**src/rtl/web1_pkg.sv**
```systemverilog
// Shared definitions for the wake controller: FSM states and wake-cause encoding.
package web1_pkg;

  typedef enum logic [1:0] {
    ST_RUN   = 2'd0,
    ST_ENTER = 2'd1,
    ST_SLEEP = 2'd2,
    ST_EXIT  = 2'd3
  } wake_state_e;

  localparam int CAUSE_W = 7;
  localparam logic [CAUSE_W-1:0] WAKE_CAUSE_NOW = 7'd127;

endpackage

```
**src/rtl/web1_wake_sync.sv**
```systemverilog
// Multi-stage flop synchronizer for a vector of asynchronous wake sources.
module web1_wake_sync #(
  parameter int WIDTH  = 64,
  parameter int STAGES = 2
) (
  input  logic             clk,
  input  logic             rst,
  input  logic [WIDTH-1:0] d,
  output logic [WIDTH-1:0] q
);

  logic [WIDTH-1:0] stages [STAGES];

  always_ff @(posedge clk or posedge rst) begin
    if (rst) begin
      for (int i = 0; i < STAGES; i++) stages[i] <= '0;
    end else begin
      stages[0] <= d;
      for (int i = 1; i < STAGES; i++) stages[i] <= stages[i-1];
    end
  end

  assign q = stages[STAGES-1];

endmodule

```
**src/rtl/web1_wake_ctrl.sv**
```systemverilog
// Low-power entry/exit controller: requests sleep from the power controller,
// watches synchronized wake sources while asleep and reports the wake cause.
module web1_wake_ctrl
  import web1_pkg::*;
#(
  parameter int N_WAKE      = 64,
  parameter int ACK_TIMEOUT = 1024,
  parameter int SYNC_STAGES = 2
) (
  input  logic               clk,
  input  logic               rst,
  input  logic [N_WAKE-1:0]  wake_in,
  input  logic [N_WAKE-1:0]  wake_enable_q,
  input  logic [N_WAKE-1:0]  input_invert_q,
  input  logic               activate_low_pwr_q,
  input  logic               event_suppress_q,
  input  logic               wake_now_q,
  input  logic               epu_enable_q,
  output logic               activate_low_pwr_d,
  output logic               activate_low_pwr_enb,
  output logic               wake_now_d,
  output logic               wake_now_enb,
  output logic               lp_req,
  input  logic               lp_ack,
  output logic               wake_irq,
  output logic [CAUSE_W-1:0] wake_cause,
  output logic               lp_err,
  output logic [1:0]         state_o
);

  localparam int CNT_W = (ACK_TIMEOUT > 1) ? $clog2(ACK_TIMEOUT) : 1;
  localparam logic [CNT_W-1:0] CNT_LAST = CNT_W'(ACK_TIMEOUT - 1);

  wake_state_e        state;
  logic [CNT_W-1:0]   ack_cnt;
  logic               no_irq;
  logic [N_WAKE-1:0]  wake_sync;
  logic [N_WAKE-1:0]  wake_vec;
  logic               wake_any;
  logic [CAUSE_W-1:0] first_idx;
  logic               lp_allowed;

  web1_wake_sync #(
    .WIDTH  (N_WAKE),
    .STAGES (SYNC_STAGES)
  ) u_sync (
    .clk (clk),
    .rst (rst),
    .d   (wake_in),
    .q   (wake_sync)
  );

  assign wake_vec   = (wake_sync ^ input_invert_q) & wake_enable_q;
  assign lp_allowed = activate_low_pwr_q & epu_enable_q;

  // Lowest set index wins; scanning downward lets the last hit be the lowest.
  always_comb begin
    wake_any  = |wake_vec;
    first_idx = '0;
    for (int i = N_WAKE - 1; i >= 0; i--) begin
      if (wake_vec[i]) first_idx = CAUSE_W'(i);
    end
  end

  // Write-back enables are guarded by their own previous pulse because the
  // event register only reflects the clear one cycle after the pulse.
  always_ff @(posedge clk or posedge rst) begin
    if (rst) begin
      state                <= ST_RUN;
      ack_cnt              <= '0;
      no_irq               <= 1'b0;
      lp_req               <= 1'b0;
      wake_irq             <= 1'b0;
      lp_err               <= 1'b0;
      wake_cause           <= '0;
      activate_low_pwr_enb <= 1'b0;
      wake_now_enb         <= 1'b0;
    end else begin
      wake_irq             <= 1'b0;
      lp_err               <= 1'b0;
      activate_low_pwr_enb <= 1'b0;
      wake_now_enb         <= 1'b0;
      case (state)
        ST_RUN: begin
          if (wake_now_q && !wake_now_enb) wake_now_enb <= 1'b1;
          if (lp_allowed && !activate_low_pwr_enb) begin
            state   <= ST_ENTER;
            lp_req  <= 1'b1;
            ack_cnt <= '0;
            no_irq  <= 1'b0;
          end
        end
        ST_ENTER: begin
          if (!lp_allowed) begin
            state  <= ST_EXIT;
            lp_req <= 1'b0;
            no_irq <= 1'b1;
          end else if (lp_ack) begin
            state <= ST_SLEEP;
          end else if (ack_cnt == CNT_LAST) begin
            state  <= ST_EXIT;
            lp_req <= 1'b0;
            lp_err <= 1'b1;
            no_irq <= 1'b1;
          end else begin
            ack_cnt <= ack_cnt + CNT_W'(1);
          end
        end
        ST_SLEEP: begin
          if (!lp_allowed) begin
            state  <= ST_EXIT;
            lp_req <= 1'b0;
            no_irq <= 1'b1;
          end else if (wake_now_q) begin
            state      <= ST_EXIT;
            lp_req     <= 1'b0;
            wake_cause <= WAKE_CAUSE_NOW;
          end else if (wake_any && !event_suppress_q) begin
            state      <= ST_EXIT;
            lp_req     <= 1'b0;
            wake_cause <= first_idx;
          end
        end
        ST_EXIT: begin
          if (!lp_ack) begin
            state                <= ST_RUN;
            wake_irq             <= !no_irq;
            activate_low_pwr_enb <= 1'b1;
            wake_now_enb         <= wake_now_q;
          end
        end
        default: state <= ST_RUN;
      endcase
    end
  end

  assign activate_low_pwr_d = 1'b0;
  assign wake_now_d         = 1'b0;
  assign state_o            = state;

endmodule

```
**config.mk**
```make
export PLATFORM = sky130hd
export DESIGN_NAME = web1_wake_ctrl
export DESIGN_NICKNAME = d
export VERILOG_FILES = /design/src/rtl/web1_pkg.sv /design/src/rtl/web1_wake_sync.sv /design/src/rtl/web1_wake_ctrl.sv
export SDC_FILE = /design/constraint.sdc
export NUM_CORES = 1
export LEC_CHECK = 0
export CAP_MARGIN = 20
export CORE_MARGIN = 4
export CORE_UTILIZATION = 46
export CTS_BUF_LIST = sky130_fd_sc_hd__clkbuf_4 sky130_fd_sc_hd__clkbuf_8 sky130_fd_sc_hd__clkbuf_16
export CTS_CLUSTER_SIZE = 30
export DETAILED_ROUTE_END_ITERATION = 16
export PLACE_DENSITY = 0.81
export SLEW_MARGIN = 20
export SYNTH_ARGS = -nofsm -noshare
export SYNTH_HDL_FRONTEND = slang
export SYNTH_SLANG_ARGS = --single-unit
```
**constraint.sdc**
```tcl
create_clock -name clk -period 6.95 [get_ports clk]
set_clock_uncertainty 0.1 [all_clocks]
set_input_delay 1.39 -clock clk [delete_from_list [all_inputs] [get_ports clk]]
set_output_delay 1.39 -clock clk [all_outputs]
set_load 0.005 [all_outputs]
```
After elaboration in Yosys (flattened, before gate mapping)
Index checks and enable logic that the tools add are counted.
- add/subtract/negate cells: 1
- eq/ne operators: 14
- mux-type cells: 105
- bitwise logic cells: 3
- reductions and logical operators: 17
- operators with widths (kind ; number):
    2-to-1 mux 7 bit ; 65
    AND 64 bit ; 1
    OR reduction 64 bit ; 1
    bitwise XOR 64 bit ; 1
    2-to-1 mux 10 bit ; 4
    2-to-1 mux 1 bit ; 22
    one-hot mux 10 bit (2 select lines) ; 1
    2-to-1 mux 2 bit ; 8
    AND reduction 5 bit ; 3
    inequality test 2 bit, second input constant ; 6
    adder 10 x 1 -> 10 bit, second input constant ; 1
    == test 10 bit, second input constant ; 1
    inequality test 4 bit, second input constant ; 2
    one-hot mux 2 bit (4 select lines) ; 1
    2-to-1 mux 6 bit ; 1
    inequality test 3 bit, second input constant ; 2
    one-hot mux 1 bit (3 select lines) ; 2
    == test 2 bit, second input constant ; 2
    zero test 1 bit ; 4
    AND reduction 4 bit ; 1
    nonzero test 2 bit ; 2
    logical AND 1 bit ; 3
    AND reduction 3 bit ; 1
    nonzero test 3 bit ; 1
    other kinds (4) ; 4
- register bits: 153
- bits of input ports: 199
- output and inout bits: 16
- logic and storage cells: 151

Longest topological paths before layout
- word-level depth: 68
- depth in mapped cells: 9
- mapped depth without buffers: 9

By module
A second synthesis with hierarchy kept.
- cell total of the unflattened synthesis: 580
- area, all modules: 6827.8 um2
- modules (own cells, without submodules) (module ; instances ; cells each ; area an instance (um2) ; sequential area each (um2)):
    web1_wake_sync ; 1 ; 193 ; 3687.3 ; 3203.1
    web1_wake_ctrl ; 1 ; 387 ; 3140.5 ; 625.6

Worst setup path after synthesis
OpenSTA, ideal clock, no wires.
- path kind: input -> register
- start: input input_invert_q[2]
- end: register wake_cause[1]
- setup time: 126 ps
- data arrival time: 3104 ps
- required time: 6724 ps
- slack: 3620 ps
- cell stages on the path: 8
- buffers on the path: 0
- cells stage by stage: xor2_1 -> a22oi_2 -> nand4_2 -> nor4_4 -> a21oi_2 -> o21ai_4 -> mux2_4 -> o32a_1
- longest elaborated chain between the ends: 7
- elaborated cells between the ends (all ways): 11
- those cells by class: 5 x mux; 2 x bitwise; 4 x reduce/logical
- RTL lines (item ; RTL line ; RTL):
    start: declaration ; web1_wake_ctrl.sv:14 ; input logic [N_WAKE-1:0] input_invert_q,
    bitwise XOR 64 bit * ; web1_wake_ctrl.sv:53 ; assign wake_vec = (wake_sync ^ input_invert_q) & wake_enable_q;
    AND 64 bit * ; web1_wake_ctrl.sv:53 ;
    parallel branches: the longest is 5 deep, another holds OR reduction 64 bit ; n/a ;
    end signal: assignment ; web1_wake_ctrl.sv:121 ; wake_cause <= first_idx;
    end: declaration ; web1_wake_ctrl.sv:26 ; output logic [CAUSE_W-1:0] wake_cause,
Every way passes the cells marked *. The select of a mux whose other input is x is not followed.
A chain may end at the register's enable or synchronous reset.

Final worst setup path
- start: input input_invert_q[40]
- end: register wake_cause[0]
- longest elaborated chain between the ends: 45
- elaborated cells between the ends (all ways): 49
- those cells by class: 43 x mux; 2 x bitwise; 4 x reduce/logical
- RTL lines (item ; RTL line ; RTL):
    bitwise XOR 64 bit * ; web1_wake_ctrl.sv:53 ;
    AND 64 bit * ; web1_wake_ctrl.sv:53 ;
    2-to-1 mux 7 bit (41 in series) ; web1_wake_ctrl.sv:61 ; if (wake_vec[i]) first_idx = CAUSE_W'(i);
    2-to-1 mux 7 bit ; web1_wake_ctrl.sv:118 ; end else if (wake_any && !event_suppress_q) begin
    2-to-1 mux 7 bit ; web1_wake_ctrl.sv:114 ; end else if (wake_now_q) begin
Every way passes the cells marked *; elsewhere a longest branch is shown, timed or not. The select of a mux whose other input is x is not followed.

==> metrics.yaml <==
run_status: "finished clean"
placeableCoreArea_um2: 13350
holdCritPathClass: "reg2reg"
vias: 4873
ant_nets: 0
max_freq_mhz: 268.2
rrSetupSlack_ns: 4.16
synth_seq_area_share_pct: 60.63
drtIter0Drc: 331
synth-edff-count: 0
async_reset_ff_share_pct: 100.0
grt_setup_unrepaired: "no"
grt_max_degree: 86
gp_congestion: 0.9475
ys.flop_type: "dfrtp_1"
grt_use_total_pct: 21.75
crit_fanout: 2
ys_ff_latch: 153
yosysWarnings: 0
cp.arrival_ns: 3.92
power_frac_seq_pct: 41.3
clk_latency_ns: 0.42
use_met2_pct: 38.47
crit_chain: "clkdlybuf4s50_1 -> xor2_1 -> nand2_1 -> a32o_1 -> a221o_1 -> a211oi_1 -> o21ai_1 -> a2111oi_0 -> o21ai_1"
cp.required_ns: 7.14
ctsHoldBuffers: 0
root_buffer: "clkbuf_16"
grt-busiest-layer: "met2"
leakage_nw: 3.945
power.share.switching_pct: 26.43
antenna_found_initial: 0
io_pins: 215
synthToLayoutAreaGrowth_pct: 46.30
p_sw_mw: 0.6571
cts.sinks: 153
vias_per_cell: 5.262
synth_area_leader_cell: "dfrtp_1"
hold_end: "u_sync.q[50]"
die_w_um: 125.2
grt_overflow: 0
final_util_pct: 69.22
critPathTopFamily: "compound AO/OA/AOI/OAI gates"
drt_first_pass_iters: 4
peakVddDrop_uv: 200.8
cts_htree_levels: 4
grt_pass1_wl_um: 26480
synth_area_um2: 6315
end_kind: "register"
min_from: "u_sync.stages[114]"
rr_worst_depth: 9
initial_core_util_pct: 47.31
crit_buf_inv: 1
use_met3_pct: 5.842
p_total_mw: 2.486
drc: 0
finalNetCount: 943
numPortBuffers: 212
r2r-start: "ack_cnt[0]"
slew_violations: 0
reg2reg_to: "ack_cnt[9]"
clockPowerShare_pct: 36.2
met1_usage_pct: 24.48
dieArea_um2: 15670
synthCells: 511
drive_gt1_share_pct: 8.667
hold_violations: 0
synth_cell_types: 61
dpl_cell_area_um2: 8643
syn_avg_cell_area_um2: 12.36
cts_resized: 0
dpl.hpwl_um: 13290
critical-path-max-stage-delay_ns: 0.51
cts_buffer_depth: 2
cellPowerDensity_nw_per_um2: 269.1
wl_per_cell_um: 18.04
netlist.area_leader.share_pct: 60.63
worst_pin_slew_ns: 0.8277
tns_ns: 0
worst-setup-path-type: "in2reg"
holdPathStages: 0
stdcell_count: 926
diodes: 0
maxSlewHeadroom_pct: 44.82
layout_min_cycle_time_ns: 3.729
cts_buffers: 17
cts_tree: "done"
ys_top_cells_by_area: "dfrtp_1 61%, xor2_1 8.9%, nand2_1 4.7%"
clkTransAtPathRegs_ns: 0.06
setup_viol: 0
dp_cells: 895
cp-start-kind: "primary input"
first_global_vias: 5334
internal_power_mw: 1.829
p_comb_share_pct: 22.5
routed_wl_um: 16700
fin_crit_sh_pct: 53.66
cpMostUsedCell: "o21ai_1"
crit_slowest_cell: "a2111oi_0"
post_cts_buffers: 0
fp.dieH_um: 125.2
maxCapViolations: 0
design_area_um2: 9239
rows: 42
==> layer usage <==
metal / share of wire [%] / vias up
li1: - / 2285
met1: 39 / 2381
met2: 52 / 174
met3: 5.4 / 33
met4: 3.2 / 0
met5: 0 / -
==> through the flow <==
stage	setup WS, ns	hold slack [ns]
3_5_place_dp	2.748	0.2347
3_3_place_gp	2.810	0.2317
6_report	3.221	0.2462
5_1_grt	3.071	0.2532
4_1_cts	3.198	0.2476
2_1_floorplan	1.339	0.2312
==> Yosys cell counts (all sizes together) (2+ instances only) <==
cell type / n
a211oi: 3
a21boi: 3
a21o: 3
a21oi: 17
a221oi: 2
a22o: 7
a22oi: 31
a311oi: 2
a31o: 2
a31oi: 3
a32o: 8
and2: 3
and3: 2
buf: 2
clkbuf: 4
dfrtp: 153
ha: 6
inv: 7
mux2: 5
nand2: 79
nand2b: 3
nand3: 11
nand4: 13
nor2: 15
nor2b: 3
nor3: 7
nor3b: 3
nor4: 5
o2111ai: 3
o21ai: 17
o31ai: 2
o32a: 2
or3: 2
xnor2: 3
xor2: 64
==> sequential cells by signal, summed over array words and instances, names as in the netlist <==
| register | count |
|---|---|
| lp_err | 1 |
| activate_low_pwr_enb | 1 |
| wake_irq | 1 |
| wake_now_enb | 1 |
| u_sync.q | 64 |
| ack_cnt | 10 |
| lp_req | 1 |
| u_sync.stages | 64 |
| wake_cause | 7 |
| state_o | 2 |
| no_irq | 1 |
==> worst max path at each step <==
stage                             startpoint             to  slack, ns  depth (start not counted)
final                     input_invert_q[40]  wake_cause[0]       3.22                          9
after global routing      input_invert_q[40]  wake_cause[0]       3.07                          9
after CTS                 input_invert_q[40]  wake_cause[0]       3.20                          9
after floorplan                          rst     ack_cnt[0]       1.34                          1
after global placement    input_invert_q[40]  wake_cause[0]       2.81                          9
after detailed placement  input_invert_q[40]  wake_cause[0]       2.75                          9
==> cells by family (layout without fill, tap and decap cells) <==
group	count (synthesis)	after routing	share of synthesized area, %
AOI/OAI and AO/OA	118	118	15.22
xor gates and xnor gates	67	67	9.293
adders and majority gates	6	6	1.189
buffers and inverters	13	251	0.8916
DFF	153	153	60.63
muxes	5	5	1.010
other	1	2	0.05938
and+or+nand+nor	148	148	11.71
==> cell usage in the layout (no fill, tap or decap), types with 4 or more instances in the layout <==
| master | synthesis | layout |
|---|---|---|
| clkinvlp_4 | 0 | 7 |
| nand2_1 | 79 | 79 |
| o21ai_0 | 13 | 13 |
| clkdlybuf4s50_1 | 0 | 212 |
| a21oi_1 | 16 | 16 |
| xor2_1 | 64 | 64 |
| inv_1 | 7 | 6 |
| clkbuf_16 | 0 | 17 |
| nand3_1 | 11 | 11 |
| ha_1 | 6 | 6 |
| a22oi_1 | 17 | 17 |
| nor3_1 | 6 | 6 |
| dfrtp_1 | 153 | 153 |
| a32o_1 | 8 | 8 |
| nor2_1 | 15 | 15 |
| nand4_1 | 9 | 9 |
| nand4_2 | 4 | 4 |
| a22oi_2 | 12 | 12 |
| a22o_1 | 7 | 7 |
==> final cells by class <==
type | instances | area, µm²
Inverter | 7 | 31.28
Clock buffer | 21 | 467.9
Tap cell | 176 | 220.2
Clock inverter | 10 | 121.4
Fill cell | 935 | 4109
Sequential cell | 153 | 3829
Multi-Input combinational cell | 346 | 2440
Timing Repair Buffer | 213 | 2130
==> power by group through the flow <==
stage / Clock [mW] / Sequential [mW] / Combinational (mW)
final: 0.901 / 1.03 / 0.559
after global routing: 0.962 / 1.03 / 0.611
after detailed placement: 0 / 1.04 / 0.556
after global placement: 0 / 1.03 / 0.535
after CTS: 0.917 / 1.03 / 0.560
after floorplan: 0 / 1.03 / 0.279
Note: power is estimated with default switching activity, not from simulation.
